[src/rtl/sar_search.sv]
// Successive-approximation search controller: drives an external comparator
// (trial > target) and resolves the W-bit target MSB first.
module sar_search #(
  parameter int unsigned W       = 4,
  parameter int unsigned CMP_LAT = 0
) (
  input  logic         clk,
  input  logic         reset,
  input  logic         start,
  input  logic         gt,
  output logic [W-1:0] trial,
  output logic         ready,
  output logic         done_tick,
  output logic [W-1:0] result
);

  localparam int unsigned CW = (CMP_LAT > 0) ? $clog2(CMP_LAT + 1) : 1;

  typedef enum logic [1:0] {
    IDLE,
    SEARCH,
    DONE
  } state_t;

  state_t         state;
  logic [W-1:0]   acc;
  logic [W-1:0]   mask;
  logic [CW-1:0]  cnt;

  // mask is zero outside SEARCH, so trial collapses to acc in IDLE and DONE
  assign trial = acc | mask;

  always_ff @(posedge clk) begin
    if (reset) begin
      state     <= IDLE;
      acc       <= '0;
      mask      <= '0;
      cnt       <= '0;
      result    <= '0;
      done_tick <= 1'b0;
      ready     <= 1'b1;
    end else begin
      done_tick <= 1'b0;
      case (state)
        IDLE: begin
          if (start) begin
            acc   <= '0;
            mask  <= W'(1) << (W - 1);
            cnt   <= '0;
            ready <= 1'b0;
            state <= SEARCH;
          end
        end
        SEARCH: begin
          // gt is only trusted on the last cycle of each trial's hold window
          if (cnt == CW'(CMP_LAT)) begin
            cnt  <= '0;
            mask <= mask >> 1;
            if (!gt) begin
              acc <= acc | mask;
            end
            if (mask == W'(1)) begin
              result    <= gt ? acc : (acc | mask);
              done_tick <= 1'b1;
              state     <= DONE;
            end
          end else begin
            cnt <= cnt + CW'(1);
          end
        end
        DONE: begin
          ready <= 1'b1;
          state <= IDLE;
        end
        default: begin
          ready <= 1'b1;
          state <= IDLE;
        end
      endcase
    end
  end

endmodule

[config.mk]
export PLATFORM = sky130hd
export DESIGN_NAME = sar_search
export DESIGN_NICKNAME = d
export VERILOG_FILES = /design/src/rtl/sar_search.sv
export SDC_FILE = /design/constraint.sdc
export NUM_CORES = 1
export LEC_CHECK = 0
export CORE_AREA = 2 2 41 43
export CTS_CLUSTER_SIZE = 20
export DETAILED_ROUTE_END_ITERATION = 16
export DIE_AREA = 0 0 43 45
export DONT_BUFFER_PORTS = 1
export SYNTH_ARGS = -nofsm -noshare
export SYNTH_HDL_FRONTEND = slang
export SYNTH_SLANG_ARGS = --single-unit
[constraint.sdc]
create_clock -name clk -period 2.5 [get_ports clk]
set_input_delay 0.375 -clock clk [delete_from_list [all_inputs] [get_ports clk]]
set_output_delay 0.375 -clock clk [all_outputs]
set_load 0.02 [all_outputs]
==> results of run 1 <==
==> area by class of cell <==
type | count | area, sq um | area share [%]
well taps | 16 | 20.02 | 2.914
clock buffers | 4 | 36.28 | 5.282
multi-input cells | 43 | 302.8 | 44.08
flip-flops and latches | 16 | 320.3 | 46.63
inverters | 2 | 7.507 | 1.093
==> synthesized netlist by cell type, drive strengths merged <==
master | instances | share of area (%)
a22oi | 7 | 8.2
inv | 2 | 1.2
nor2b | 1 | 0.97
or2 | 4 | 3.9
nand4b | 3 | 4.1
nor4b | 1 | 3.7
nor2 | 8 | 4.7
a21oi | 2 | 2.1
o21ai | 3 | 2.3
o21bai | 1 | 1.2
clkbuf | 2 | 1.2
and2 | 1 | 1.4
nor3 | 1 | 0.78
and2b | 2 | 2.3
a2111oi | 1 | 1.4
a311oi | 1 | 2.3
buf | 1 | 0.78
nor3b | 1 | 1.2
nand2b | 4 | 3.9
or3b | 1 | 1.4
dfxtp | 16 | 50
a211o | 1 | 1.4
==> stage by stage <==
stage / utilization [%] / instance area [sq um] / hold slack [ps] / power (W)
floorplan: - / 643.1 / 471.9 / 0.0002940
global placement: 44.22 / 650.6 / 444.7 / 0.0002937
detailed placement: 44.22 / 650.6 / 446.1 / 0.0002933
CTS: 46.68 / 686.9 / 136.6 / 0.0004602
global route: 46.68 / 686.9 / 135.0 / 0.0004731
finish: 46.68 / 686.9 / 143.9 / 0.0004547
==> per-layer routing <==
metal  vias to the layer above  GRT usage (%)
met5                         -              0
met4                         0          9.091
li1                        230              -
met2                        13          19.09
met3                         4          5.200
met1                       210          16.05
==> power by group through the flow <==
stage | logic, W | clock network (W) | registers, W
after floorplan | 0.0000227 | 0 | 0.000271
after global placement | 0.0000214 | 0 | 0.000272
after detailed placement | 0.0000208 | 0 | 0.000272
after CTS | 0.0000210 | 0.000173 | 0.000267
after global routing | 0.0000230 | 0.000183 | 0.000267
final | 0.0000209 | 0.000167 | 0.000267
==> critical path, cell delays in order (launching register included) <==
cell and delay (ps):
dfxtp_1 410, nor2b_1 530, and2_4 290, a311oi_2 90
==> worst max path at each step <==
stage | endpoint | slack, ps | start
2_1_floorplan | result[0] | 1340 | mask[3]
3_3_place_gp | result[3] | 1140 | state[0]
3_5_place_dp | result[0] | 1100 | state[0]
4_1_cts | trial[3] | 1080 | mask[3]
5_1_grt | result[0] | 990 | state[0]
6_report | result[0] | 1070 | state[0]
==> cells by family after synthesis <==
kind of cell / count (synthesis)
AO/OA/AOI/OAI: 16
buffers and inverters: 5
flip-flops: 16
AND/OR/NAND/NOR: 27
==> flip-flops by register name, indices dropped and copies added, names as in the netlist <==
name       count
acc            4
done_tick      1
result         4
mask           4
state          2
ready          1
==> results_dict.tcl, run 1 <==
set metrics [dict create \
    cts_buffers 3 \
    cts_setup_buffers 0 \
    endpoint_kind "flip-flop" \
    grt_first_pass_wirelength_um 1807 \
    startpoint_type "flip-flop" \
    min_period_ps 1427 \
    r2r_cells 3 \
    worstPathMaxFanout 9 \
    clk_pin_slew_ps 90 \
    pre_cts_ws_ps 1103 \
    final_common_cell "dfxtp_1" \
    wl_met1_um 570 \
    p_sw_share_pct 21.35 \
    synth_cell_types 23 \
    place_hpwl_um 783 \
    synth_adder_area_share_pct 0 \
    highest_layer "met4" \
    die_area_sq_um 1935 \
    status "completed" \
    ctsHoldBuffers 0 \
    synthCells 64 \
    internal_power_w 0.0003576 \
    critPathKind "flip-flop to flip-flop" \
    yosys_register_bits 16 \
    grt_pass1_vias 391 \
    fin_crit_sh_pct 57.10 \
    start_util_pct 43.71 \
    setup_tns_ps 0 \
    grt_setup_unrepaired "false" \
    gr-total-overflow 0 \
    setup_violations 0 \
    synth-simple-area-share_pct 28.21 \
    r2r_end "result[0]" \
    crit_arrival_ps 1600 \
    postRouteAntennaNets 0 \
    clock_tree.root_cell "clkbuf_4" \
    die_x_um 43 \
    fmax_ghz 0.7006 \
    skew_ps 1.142 \
    seq_area_frac_synth_pct 49.81 \
    synth_compound_area_share_pct 18.87 \
    antennaDiodeCount 0 \
    pin_count 14 \
    rows 14 \
    cp.required_ps 2670 \
    holdCritStartpoint "reset" \
    cts_tree "yes" \
    synth_top_family_by_area "simple AND/OR/NAND/NOR gates" \
    core-area_sq_um 1471 \
    power_density_nw_per_um2 662.0 \
    seqPwrFrac_pct 58.6 \
    wl_per_cell_um 14.12 \
    via_per_inst 5.642 \
    syn2layout_area_growth_pct 6.809 \
    hold_path_depth 1 \
    finalNetCount 70 \
    synth_xor_area_share_pct 0 \
    finalMaxSlewViolations 0 \
    cts_sinks 16 \
    first_iter_violations 16 \
    hp-class "input port to flip-flop" \
    clock_latency_ps 280 \
    final_cells 81 \
    grt_usage_pct 13.16 \
    whs_endpoint "result[0]" \
    max_slew.worst_pin.slew_ps 595.8 \
    p_sw_w 0.00009708 \
    worst_slack_ps 1073 \
    post_cts_resized 0 \
    r2r_start "state[0]" \
    antenna_found_initial 0 \
    grt_max_degree 20 \
    muxShareOfSynthArea_pct 0 \
    max_slew_margin_pct 60.20 \
    wl_met3_um 60 \
    r2r_setup_slack_ps 1070 \
    cts_max_path_buffers 2 \
    hold_violations 0 \
    synthesis.area_sq_um 643.1 \
    via_count 457 \
    p_comb_share_pct 4.6 \
    leakagePower_nw 0.2510 \
    syn_area_per_cell_sq_um 10.05 \
    drive_above_1_share_pct 18.46 \
    gp_congestion 0.7402 \
    final_cell_mix "dfxtp_1 (16), nor2_1 (8), a22oi_1 (7)" \
    die-height_um 45 \
    h-tree-depth 1 \
    synth_fp_nets 68 \
    max-cap-violations 0 \
    p_clk_share_pct 36.8 \
    fill_cells 140 \
    drc 0 \
    ir_worst_vdd_uv 248.3 \
    met2_wirelength_um 489 \
    wl_um 1144 \
    io_buffers 0 \
    yosys_warnings 0 \
    dr.pass1.iters 5 \
    place_inst 77 \
]
Power figures use the tool's default switching activity.
==> inputs of run 2 (changes only) <==
- clock period: 2.5 -> 1.4 ns (I/O delays scaled with it)
==> results_dict.tcl, run 2 (same netlist as run 1, synthesis figures left out) <==
set metrics [dict create \
    grt_first_pass_wirelength_um 1904 \
    final_cell_area_sq_um 721.9 \
    ir_worst_vdd_uv 584.9 \
    cts_tree "yes" \
    rows 14 \
    crit_chain "nor4b_4 -> and2_4 -> a311oi_2" \
    utilization_pct 49.06 \
    die_area_sq_um 1935 \
    path_delay_family "simple AND/OR/NAND/NOR gates" \
    postRouteAntennaNets 0 \
    cp_num_buf_inv 0 \
    setup_tns_ps 0 \
    dr.pass1.iters 4 \
    fin_crit_sh_pct 89.07 \
    cp_slowest_stage_delay_ps 430 \
    h-tree-depth 1 \
    hold_path_depth 1 \
    holdCritStartpoint "reset" \
    critPathKind "flip-flop to flip-flop" \
    leakagePower_nw 0.2697 \
    startpoint "mask[3]" \
    wl_per_cell_um 14.05 \
    grt_pass1_vias 410 \
    start_util_pct 43.71 \
    worstPathMaxFanout 6 \
    cts_sinks 16 \
    gr-total-overflow 0 \
    power_density_nw_per_um2 1134 \
    r2r_end "result[0]" \
    startpoint_type "flip-flop" \
    crit_arrival_ps 1410 \
    hold_violations 0 \
    cp.required_ps 1560 \
    first_iter_violations 9 \
    drc 0 \
    min_period_ps 1247 \
    pin_count 14 \
    max_slew_margin_pct 74.51 \
    skew_ps 2.538 \
    setup_violations 0 \
    gp_congestion 0.7440 \
    die_x_um 43 \
    antennaDiodeCount 0 \
    final_cell_mix "dfxtp_1 (16), nor2_1 (8), a22oi_1 (7)" \
    via_per_inst 5.459 \
    max-cap-violations 0 \
    fmax_ghz 0.8019 \
    r2r_setup_slack_ps 150 \
    finalMaxSlewViolations 0 \
    status "completed" \
    reg_top3 "acc (4), mask (4), result (4)" \
    hp-class "input port to flip-flop" \
    syn2layout_area_growth_pct 12.26 \
    finalNetCount 74 \
    r2r_start "mask[3]" \
    dpl_cell_area_sq_um 665.6 \
    max_slew.worst_pin.slew_ps 381.2 \
    post_cts_resized 0 \
    grt_setup_unrepaired "false" \
    drive_above_1_share_pct 20.29 \
    cts_buffers 3 \
    whs_endpoint "ready" \
    cts_max_path_buffers 2 \
    core-area_sq_um 1471 \
    endpoint_kind "flip-flop" \
    io_buffers 0 \
    place_inst 79 \
    r2r_cells 3 \
    cts_setup_buffers 0 \
    die-height_um 45 \
    final_common_cell "dfxtp_1" \
    slowest_stage "nor4b_4" \
    clock_latency_ps 280 \
    grt_max_degree 12 \
    grt_usage_pct 13.71 \
    via_count 464 \
    final_cells 85 \
    clk_pin_slew_ps 90 \
    antenna_found_initial 0 \
    wl_um 1194 \
    clock_tree.root_cell "clkbuf_4" \
]
## run 2: final cells by class
type,count,area [sq um]
inverter,2,7.507
fill,155,749.5
sequential,16,320.3
clock buffer,4,36.28
timing repair buffer,4,35.03
multi-input combinational,43,302.8
tap,16,20.02
## run 2: power breakdown
group	internal (W)	total (W)	switching, W
Sequential	0.000463	0.000476	0.0000128
Clock	0.000158	0.000290	0.000132
Combinational	0.0000250	0.0000521	0.0000271
## run 2: worst reg2reg max path: stages, from the launching register on
cell	delay (ps)
dfxtp_1	370
nor4b_4	430
and2_4	240
a311oi_2	90
## run 2: per-layer routing
layer / share of wire, % / global-route usage, %
met5: 0 / 0
met4: 0 / 5.455
met3: 4.1 / 6.400
met2: 47 / 20.00
met1: 49 / 17.66
## run 2: how the worst max path moves through the flow
| stage | to | cells after the start |
|---|---|---|
| finish | result[0] | 3 |
| floorplan | result[0] | 3 |
| global placement | result[3] | 3 |
| global route | result[3] | 4 |
| detailed placement | result[0] | 3 |
| CTS | result[0] | 3 |
## run 2: what timing repair did
item,in CTS,in global routing
hold endpoints to repair,9,1
endpoints found under the setup margin,0,0
hold buffers,1,1
## run 2: per-stage QoR
stage | power [W] | hold WS [ps] | worst slack (ps)
2_1_floorplan | 0.0005249 | 331.4 | 242.7
3_3_place_gp | 0.0005298 | 279.6 | 172.8
3_5_place_dp | 0.0005298 | 281.1 | 162.0
4_1_cts | 0.0008339 | 2.073 | 144.1
5_1_grt | 0.0008620 | 6.408 | 26.63
6_report | 0.0008185 | 28.77 | 153.0
==> inputs of run 3 (changes only) <==
--- a/config.mk
+++ b/config.mk
@@ -12,2 +12,3 @@
 export DONT_BUFFER_PORTS = 1
+export SETUP_SLACK_MARGIN = 0.1
 export SYNTH_ARGS = -nofsm -noshare
==> constraint.sdc (replaced) <==
create_clock -name clk -period 1.4 [get_ports clk]
set_input_delay 0 -clock clk [delete_from_list [all_inputs] [get_ports clk]]
set_output_delay 0 -clock clk [all_outputs]
set_load 0.02 [all_outputs]
==> results_dict.tcl, run 3 (same netlist as run 1, synthesis figures left out) <==
set metrics [dict create \
    status "completed" \
    gr-total-overflow 0 \
    wl_um 1190 \
    grt_pass1_vias 423 \
    fmax_ghz 0.8128 \
    drive_above_1_share_pct 27.78 \
    start_util_pct 43.71 \
    grt_setup_unrepaired "false" \
    slowest_stage "nor4b_4" \
    die_area_sq_um 1935 \
    finalMaxSlewViolations 0 \
    clk_pin_slew_ps 90 \
    io_buffers 0 \
    grt_first_pass_wirelength_um 1911 \
    endpoint_kind "flip-flop" \
    crit_arrival_ps 1380 \
    fin_crit_sh_pct 87.88 \
    cts_tree "yes" \
    place_inst 79 \
    leakagePower_nw 0.2869 \
    max-cap-violations 0 \
    syn2layout_area_growth_pct 17.70 \
    die-height_um 45 \
    cp_slowest_stage_delay_ps 410 \
    grt_usage_pct 13.62 \
    clock_tree.root_cell "clkbuf_4" \
    worstPathMaxFanout 6 \
    pin_count 14 \
    via_count 477 \
    final_cells 88 \
    hp-class "input port to flip-flop" \
    cts_sinks 16 \
    ir_worst_vdd_uv 588.0 \
    rows 14 \
    final_cell_mix "dfxtp_1 (14), nor2_1 (8), a22oi_1 (7)" \
    core-area_sq_um 1471 \
    clock_latency_ps 280 \
    postRouteAntennaNets 0 \
    critPathKind "flip-flop to flip-flop" \
    max_slew_margin_pct 59.82 \
    power_density_nw_per_um2 1095 \
    utilization_pct 51.45 \
    pre_cts_ws_ps 162.0 \
    final_common_cell "dfxtp_1" \
    wl_per_cell_um 13.52 \
    dr.pass1.iters 2 \
    first_iter_violations 6 \
    cts_max_path_buffers 2 \
    via_per_inst 5.420 \
    reg_top3 "acc (4), mask (4), result (4)" \
    grt_max_degree 20 \
    gp_congestion 0.7440 \
    die_x_um 43 \
    fill_cells 148 \
    crit_chain "nor4b_4 -> and2_4 -> a311oi_2" \
    min_period_ps 1230 \
    antennaDiodeCount 0 \
    power_w 0.0008289 \
    drc 0 \
    hold_violations 0 \
    cp.required_ps 1550 \
    worst_slack_ps 169.7 \
    cts_buffers 3 \
    skew_ps 3.062 \
    h-tree-depth 1 \
    setup_violations 0 \
    max_slew.worst_pin.slew_ps 600.7 \
    finalNetCount 77 \
    setup_tns_ps 0 \
    startpoint_type "flip-flop" \
    antenna_found_initial 0 \
]
[run 3: final cells by class]
type | instances | area [sq um] | share of cell area, %
Tap cell | 16 | 20.02 | 2.645
Clock buffer | 4 | 36.28 | 4.793
Inverter | 2 | 7.507 | 0.9917
Multi-Input combinational cell | 43 | 307.8 | 40.66
Sequential cell | 16 | 325.3 | 42.98
Timing Repair Buffer | 7 | 60.06 | 7.934
[run 3: worst paths after layout]
| kind | from | to | slack, ps | cells past startpoint |
|---|---|---|---|---|
| worst min register to register | acc[0] | result[0] | 520 | 2 |
| worst max-delay path | mask[2] | result[0] | 170 | 3 |
| worst min-delay path | start | mask[1] | 30 | 3 |
| worst max register to register | mask[2] | result[0] | 170 | 3 |
[run 3: repair_timing]
action	in CTS	in global routing
setup endpoints to repair	0	10
gates resized for setup	0	5
setup buffers	0	2
hold buffers	3	0
endpoints found under the hold margin	16	0
[run 3: metrics by stage]
| step | hold WS (ps) | area, sq um |
|---|---|---|
| 5_1_grt | 43.36 | 757.0 |
| 3_5_place_dp | 71.09 | 665.6 |
| 2_1_floorplan | 121.4 | 643.1 |
| 4_1_cts | 34.42 | 732.0 |
| 6_report | 27.41 | 757.0 |
| 3_3_place_gp | 69.56 | 665.6 |
[run 3: per-layer routing]
layer / share of wire [%] / vias to the layer above / wire (um) / GRT usage [%]
met1: 45 / 219 / 537 / 16.67
met4: 0.84 / 0 / 10 / 5.455
met2: 48 / 10 / 569 / 20.91
met3: 6.0 / 2 / 71 / 6.400
met5: 0 / - / 0 / 0
li1: - / 246 / - / -
[run 3: critical path: cells and delay by family, from the launching register on]
| family | cells | cell delay, ps |
|---|---|---|
| compound gates | 1 | 80 |
| flops | 1 | 360 |
| simple gates | 2 | 660 |
[run 3: power by group]
part / switching [W] / internal [W] / leakage [nW]
registers: 0.0000127 / 0.000462 / 0.131
clock network: 0.000135 / 0.000158 / 0.0210
logic: 0.0000314 / 0.0000299 / 0.135
